$ cat src/rtl/sm_in_debounce.sv
// rtl/sm_in_debounce.sv - two-channel 2-flop synchroniser and debouncer ahead of the control FSM
// Optional rejected-glitch counter enabled by defining SM_DB_GLITCH_CNT_EN.
module sm_in_debounce #(
  parameter int DB_CYCLES = 4,
  parameter int CW        = 3
) (
  input  logic       clk,
  input  logic       nrst,
  input  logic       raw1,
  input  logic       raw2,
  output logic       i1,
  output logic       i2,
  output logic       chg,
  output logic       pending
`ifdef SM_DB_GLITCH_CNT_EN
  ,
  input  logic       glitch_clr,
  output logic [7:0] glitch_cnt
`endif
);

  typedef enum logic {
    ST_STABLE  = 1'b0,
    ST_PENDING = 1'b1
  } db_state_t;

  logic [1:0]         r_sa;
  logic [1:0]         r_sb;
  logic [1:0]         r_out;
  logic [1:0][CW-1:0] r_cnt;
  db_state_t          r_state [2];
  logic               r_chg;
  logic               r_pending;

  logic [1:0]         w_out_nxt;
  logic [1:0][CW-1:0] w_cnt_nxt;
  db_state_t          w_state_nxt [2];

  // Index 0 is channel 1, index 1 is channel 2; channels never interact.
  always_comb begin
    for (int c = 0; c < 2; c++) begin
      w_out_nxt[c]   = r_out[c];
      w_cnt_nxt[c]   = r_cnt[c];
      w_state_nxt[c] = r_state[c];
      if (r_state[c] == ST_STABLE) begin
        if (r_sb[c] != r_out[c]) begin
          w_state_nxt[c] = ST_PENDING;
          w_cnt_nxt[c]   = CW'(1);
        end else begin
          w_cnt_nxt[c]   = '0;
        end
      end else begin
        if (r_sb[c] == r_out[c]) begin
          w_state_nxt[c] = ST_STABLE;
          w_cnt_nxt[c]   = '0;
        end else if (r_cnt[c] == CW'(DB_CYCLES - 1)) begin
          w_out_nxt[c]   = r_sb[c];
          w_state_nxt[c] = ST_STABLE;
          w_cnt_nxt[c]   = '0;
        end else begin
          w_cnt_nxt[c]   = r_cnt[c] + CW'(1);
        end
      end
    end
  end

  always_ff @(posedge clk or negedge nrst) begin
    if (!nrst) begin
      r_sa      <= '0;
      r_sb      <= '0;
      r_out     <= '0;
      r_cnt     <= '0;
      r_chg     <= 1'b0;
      r_pending <= 1'b0;
      for (int c = 0; c < 2; c++) begin
        r_state[c] <= ST_STABLE;
      end
    end else begin
      r_sa      <= {raw2, raw1};
      r_sb      <= r_sa;
      r_out     <= w_out_nxt;
      r_cnt     <= w_cnt_nxt;
      r_chg     <= |(w_out_nxt ^ r_out);
      r_pending <= (w_state_nxt[0] == ST_PENDING) || (w_state_nxt[1] == ST_PENDING);
      for (int c = 0; c < 2; c++) begin
        r_state[c] <= w_state_nxt[c];
      end
    end
  end

  assign i1      = r_out[0];
  assign i2      = r_out[1];
  assign chg     = r_chg;
  assign pending = r_pending;

`ifdef SM_DB_GLITCH_CNT_EN
  logic [1:0] w_rej;
  logic [8:0] w_gsum;
  logic [7:0] r_gcnt;

  // A glitch is rejected when a PENDING channel sees its input fall back to the held level.
  assign w_rej[0] = (r_state[0] == ST_PENDING) && (r_sb[0] == r_out[0]);
  assign w_rej[1] = (r_state[1] == ST_PENDING) && (r_sb[1] == r_out[1]);
  assign w_gsum   = {1'b0, r_gcnt} + 9'(w_rej[0]) + 9'(w_rej[1]);

  always_ff @(posedge clk or negedge nrst) begin
    if (!nrst) begin
      r_gcnt <= '0;
    end else if (glitch_clr) begin
      r_gcnt <= '0;
    end else if (w_gsum > 9'd255) begin
      r_gcnt <= 8'd255;
    end else begin
      r_gcnt <= w_gsum[7:0];
    end
  end

  assign glitch_cnt = r_gcnt;
`endif

endmodule

$ cat config.mk
export PLATFORM = sky130hd
export DESIGN_NAME = sm_in_debounce
export DESIGN_NICKNAME = d
export VERILOG_FILES = /design/src/rtl/sm_in_debounce.sv
export SDC_FILE = /design/constraint.sdc
export NUM_CORES = 1
export LEC_CHECK = 0
export CAP_MARGIN = 20
export CORE_AREA = 2 2 39 41
export CTS_CLUSTER_DIAMETER = 80
export CTS_CLUSTER_SIZE = 28
export DETAILED_ROUTE_END_ITERATION = 8
export DIE_AREA = 0 0 41 43
export PLACE_DENSITY = 0.8
export SLEW_MARGIN = 20
export SYNTH_ARGS = -nofsm -noshare
export SYNTH_HDL_FRONTEND = slang
export SYNTH_SLANG_ARGS = --single-unit
export TNS_END_PERCENT = 30
$ cat constraint.sdc
create_clock -name clk -period 1.7 [get_ports clk]
set_clock_uncertainty 0.05 [all_clocks]
set_input_delay 0.34 -clock clk [delete_from_list [all_inputs] [get_ports clk]]
set_output_delay 0.34 -clock clk [all_outputs]
set_load 0.05 [all_outputs]
Yosys cells after proc, flatten, opt, wreduce, memory -nomap -nowiden:

Index checks and enable logic that the tools add are counted.

* register bits after elaboration: 16
* input port bits: 4
* output and inout port bits: 4
* word-level logic and storage cells: 42

* add/sub/neg operators: 2
* equality and inequality tests: 6
* muxes and demuxes: 22
* bitwise logic cells: 1
* reductions and logical operators: 2

Operators by type and width (count)
* $mux 3: 6
* $mux 1: 16
* $add 3x1->3 const B: 2
* $eq 3x2->1 const B: 2
* $eq 1x1->1: 2
* $ne 1x1->1: 2
* $reduce_or 2->1: 1
* $xor 2x2->2: 1
* $logic_or 1x1->1: 1

Longest topological paths before layout:

* depth after elaboration: 6
* gate-level depth with buffers: 3
* depth with buffers taken out: 3

Worst setup path after synthesis:

Ideal clock, no wire load.

* path type: register to register
* from: register r_out[1]
* to: register r_cnt[4] (netlist bit)
* library setup time: 121 ps
* data arrival time: 1145 ps
* required time: 1529 ps
* path slack: 384 ps
* cell stages (with the launch flop): 3
* buffers on the path: 0
* clock period less this slack: 1316 ps
* path through: dfrtp_1 -> xnor2_2 -> and4b_1

RTL lines
* from (decl): RTL line 29 `logic [1:0] r_out;`
* from (signal assigned): RTL line 81 `r_out <= w_out_nxt;`
* to (signal assigned): RTL line 82 `r_cnt <= w_cnt_nxt;`
* to (decl): RTL line 30 `logic [1:0][CW-1:0] r_cnt;`

Worst setup path in the final report:

* from: register r_cnt[0] (netlist bit)
* to: register r_out[0]

* longest elaborated chain between the ends: 4

Ends and longest elaborated chain
* $eq 3x2->1: RTL line 56 `end else if (r_cnt[c] == CW'(DB_CYCLES - 1)) begin`
* $mux 1: RTL line 56
* $mux 1: RTL line 53 `if (r_sb[c] == r_out[c]) begin`
* $mux 1: RTL line 45 `if (r_state[c] == ST_STABLE) begin`
* net w_out_nxt[0]: RTL line 35 `logic [1:0] w_out_nxt;`

The timed path passes the listed nets, and every way through them passes these cells.

==> run_results.csv <==
group,metric,value,unit
power_and_ir_drop,peakVddDrop,0.000947,V
detailed_routing,wirelength,863,um
clocking,htreeDepth,1,
worst_setup_path,slowest_stage,"dfrtp_1",
timing,hold_slack,0.309,ns
timing,setup_viol,0,
timing,grt_setup_unrepaired,"no",
synthesis,yosysMostFrequentCell,"dfrtp_1",
worst_setup_path,critPathArrivalTime,1.46,ns
timing,setup_slack,0.355,ns
global_routing,grt_usage,12.9,%
worst_setup_path,crit_required,1.82,ns
clocking,cts_tree,"yes",
layout,nets,56,
global_routing,met3_usage,3.14,%
clocking,cts_root_buf,"clkbuf_4",
timing,final-max-slew-violation-count,0,
detailed_routing,wire_per_inst,13.3,um
power_and_ir_drop,power,1.33,mW
floorplanning,coreArea,1380,sq um
detailed_routing,first_pass_iters,3,
timing,max_freq,743,MHz
layout,multi_input_area,206,sq um
detailed_routing,avgViaCountPerCell,5.14,
global_routing,grt_pass1_wl,1460,um
worst_setup_path,cp_top_family,"flip-flops",
floorplanning,start_util,44.1,%
clocking,worstSkewPairLatency,0.28,ns
worst_setup_path,crit_path_cell_trace,"ha_1 > and3b_1 > mux2_1",
detailed_routing,vias,334,
timing,max_slew.worst_pin.slew,0.347,ns
synthesis,synth_area,611,sq um
flow_run,max_cap_viol_count,0,
placement,place.gp.congestion,0.728,
floorplanning,die_w,41,um
synthesis,ys_types,16,
worst_setup_path,critPathMaxFanout,4,
synthesis,yosys.area.top_type,"dfrtp_1",
synthesis,yosys_most_used_dff,"dfrtp_1",
placement,dp_slack,0.370,ns
synthesis,synth_seq_cells,16,
timing,post-route-period-util,79.1,%
timing,slew_headroom,76.7,%
worst_setup_path,startpoint_type,"flop",
synthesis,synth_edf_count,0,
global_routing,use_met2,18.4,%
synthesis,async_reset_ff_share,100,%
global_routing,grt_use_met1,17.0,%
timing,period_minus_slack,1.35,ns
global_routing,first_global_vias,339,
synthesis,synth_common_cells,"dfrtp_1, and3b_1",
power_and_ir_drop,power.leakage,0.352,nW
global_routing,antenna_found_initial,0,
synthesis,postSynthAreaPerCell,16.5,sq um
synthesis,syn-instance-count,37,
detailed_routing,drcViolationCount,0,
clocking,cts_hold_buf,0,
layout,area_growth,24.4,%
layout,antenna_cells,0,
clocking,cts_setup_buffers,0,
clocking,cts_made_buffers,3,
global_routing,grt_max_degree,17,
placement,dp_hpwl,643,um
layout,seqCellArea,400,sq um
clocking,numClockSinks,16,
synthesis,synth_area_leaders,"dfrtp_1, xnor2_2, and3b_1",
floorplanning,io_pins,8,
clocking,postCtsResizedCells,0,
detailed_routing,final_antenna_net_count,0,
placement,dpl_cell_area,723,sq um
floorplanning,fp-row-count,14,
layout,fin_area,759,sq um
layout,final.fill_count,111,
run_status,status,"finished clean",
floorplanning,die_area,1760,sq um
floorplanning,die_h,43,um
placement,numPortBuffers,7,
synthesis,ys_seq_area_share,65.6,%
timing,finalHoldViolCount,0,
timing,tns,0,ns
worst_setup_path,slowest_delay,0.39,ns
layout,layout-drive-gt1-share,30.6,%
hold_path,hp-class,"in2async",
worst_setup_path,criticalPathCategory,"reg2reg",
clocking,clk_path_buf_depth,2,
synthesis,ys.warnings.count,0,
detailed_routing,drt_iter0_markers,1,
worst_setup_path,cp-end-kind,"flop",
synthesis,syn-num-nets,43,
clocking,clkSlewWorstSetupHoldPaths,0.09,ns
global_routing,grt_overflow_total,0,
synthesis,yosysTopAreaCellShare,65.6,%
worst_setup_path,critPathBufInv,0,
power_and_ir_drop,cellPowerDensity,1760,nW/um^2
global_routing,grt-busiest-layer,"met2",
-- cell families (layout without fill, tap and decap cells) --
group / count (synthesis) / after routing / share of synthesized area [%]
XOR/XNOR: 2 / 2 / 5.33
AO/OA/AOI/OAI: 4 / 4 / 6.15
buffers and inverters: 1 / 13 / 0.614
AND/OR/NAND/NOR: 10 / 10 / 14.6
adder cells (fa/ha/maj): 2 / 2 / 4.10
flip-flops: 16 / 16 / 65.6
multiplexers: 2 / 2 / 3.69
-- cells in the final DEF (no fill, tap or decap), drive strengths merged, types with 2 or more instances in the layout --
cell	n
clkdlybuf4s50	3
clkbuf	4
a211oi	2
ha	2
nor2	2
and3b	3
dfrtp	16
mux2	2
xnor2	2
buf	5
-- layout make-up --
type                            instances  area share (%)
Sequential cell                        16            52.7
Multi-Input combinational cell         20            27.2
Tap cell                               16            2.64
Timing Repair Buffer                    8            12.2
Clock buffer                            4            4.78
Inverter                                1           0.494
-- report_power, final --
part           total (mW)  internal, mW  leakage (nW)  switching, mW
Clock               0.248         0.130        0.0210          0.117
Combinational       0.506         0.234         0.132          0.272
Sequential          0.581         0.491         0.199         0.0903
Total                1.33         0.855         0.352          0.479
-- path summary, 6_finish.rpt --
check | to | cells after the start | slack (ns) | from
worst max register to register | r_out[0] | 3 | 0.35 | r_cnt[0]
min in group clk | r_sb[1] | 0 | 0.31 | r_sa[1]
max in group asynchronous | r_out[0] | 2 | 1.11 | nrst
worst min-delay path | r_cnt[4] | 2 | 0.31 | nrst
worst min register to register | r_sb[1] | 0 | 0.31 | r_sa[1]
worst max-delay path | r_out[0] | 3 | 0.35 | r_cnt[0]
-- state kept, by name, summed over array words and instances, names as in the netlist --
register,cells
r_sa,2
r_sb,2
r_state,2
r_cnt,6
chg,1
pending,1
r_out,2
-- stage by stage --
stage          instances  util (%)
2_1_floorplan         37         -
3_3_place_gp          61      52.3
3_5_place_dp          61      52.3
4_1_cts               65      54.9
5_1_grt               65      54.9
6_report              65      54.9
-- per-layer routing --
layer | vias up | share of wire (%)
met4 | 0 | 0
met1 | 168 | 50
met5 | - | 0
met3 | 0 | 4.6
li1 | 159 | -
met2 | 7 | 45
-- worst reg2reg max path, stage by stage (launching register included) --
cell and delay [ns]:
dfrtp_1 0.39, ha_1 0.24, and3b_1 0.23, mux2_1 0.32
(Power assumes the default switching activity.)
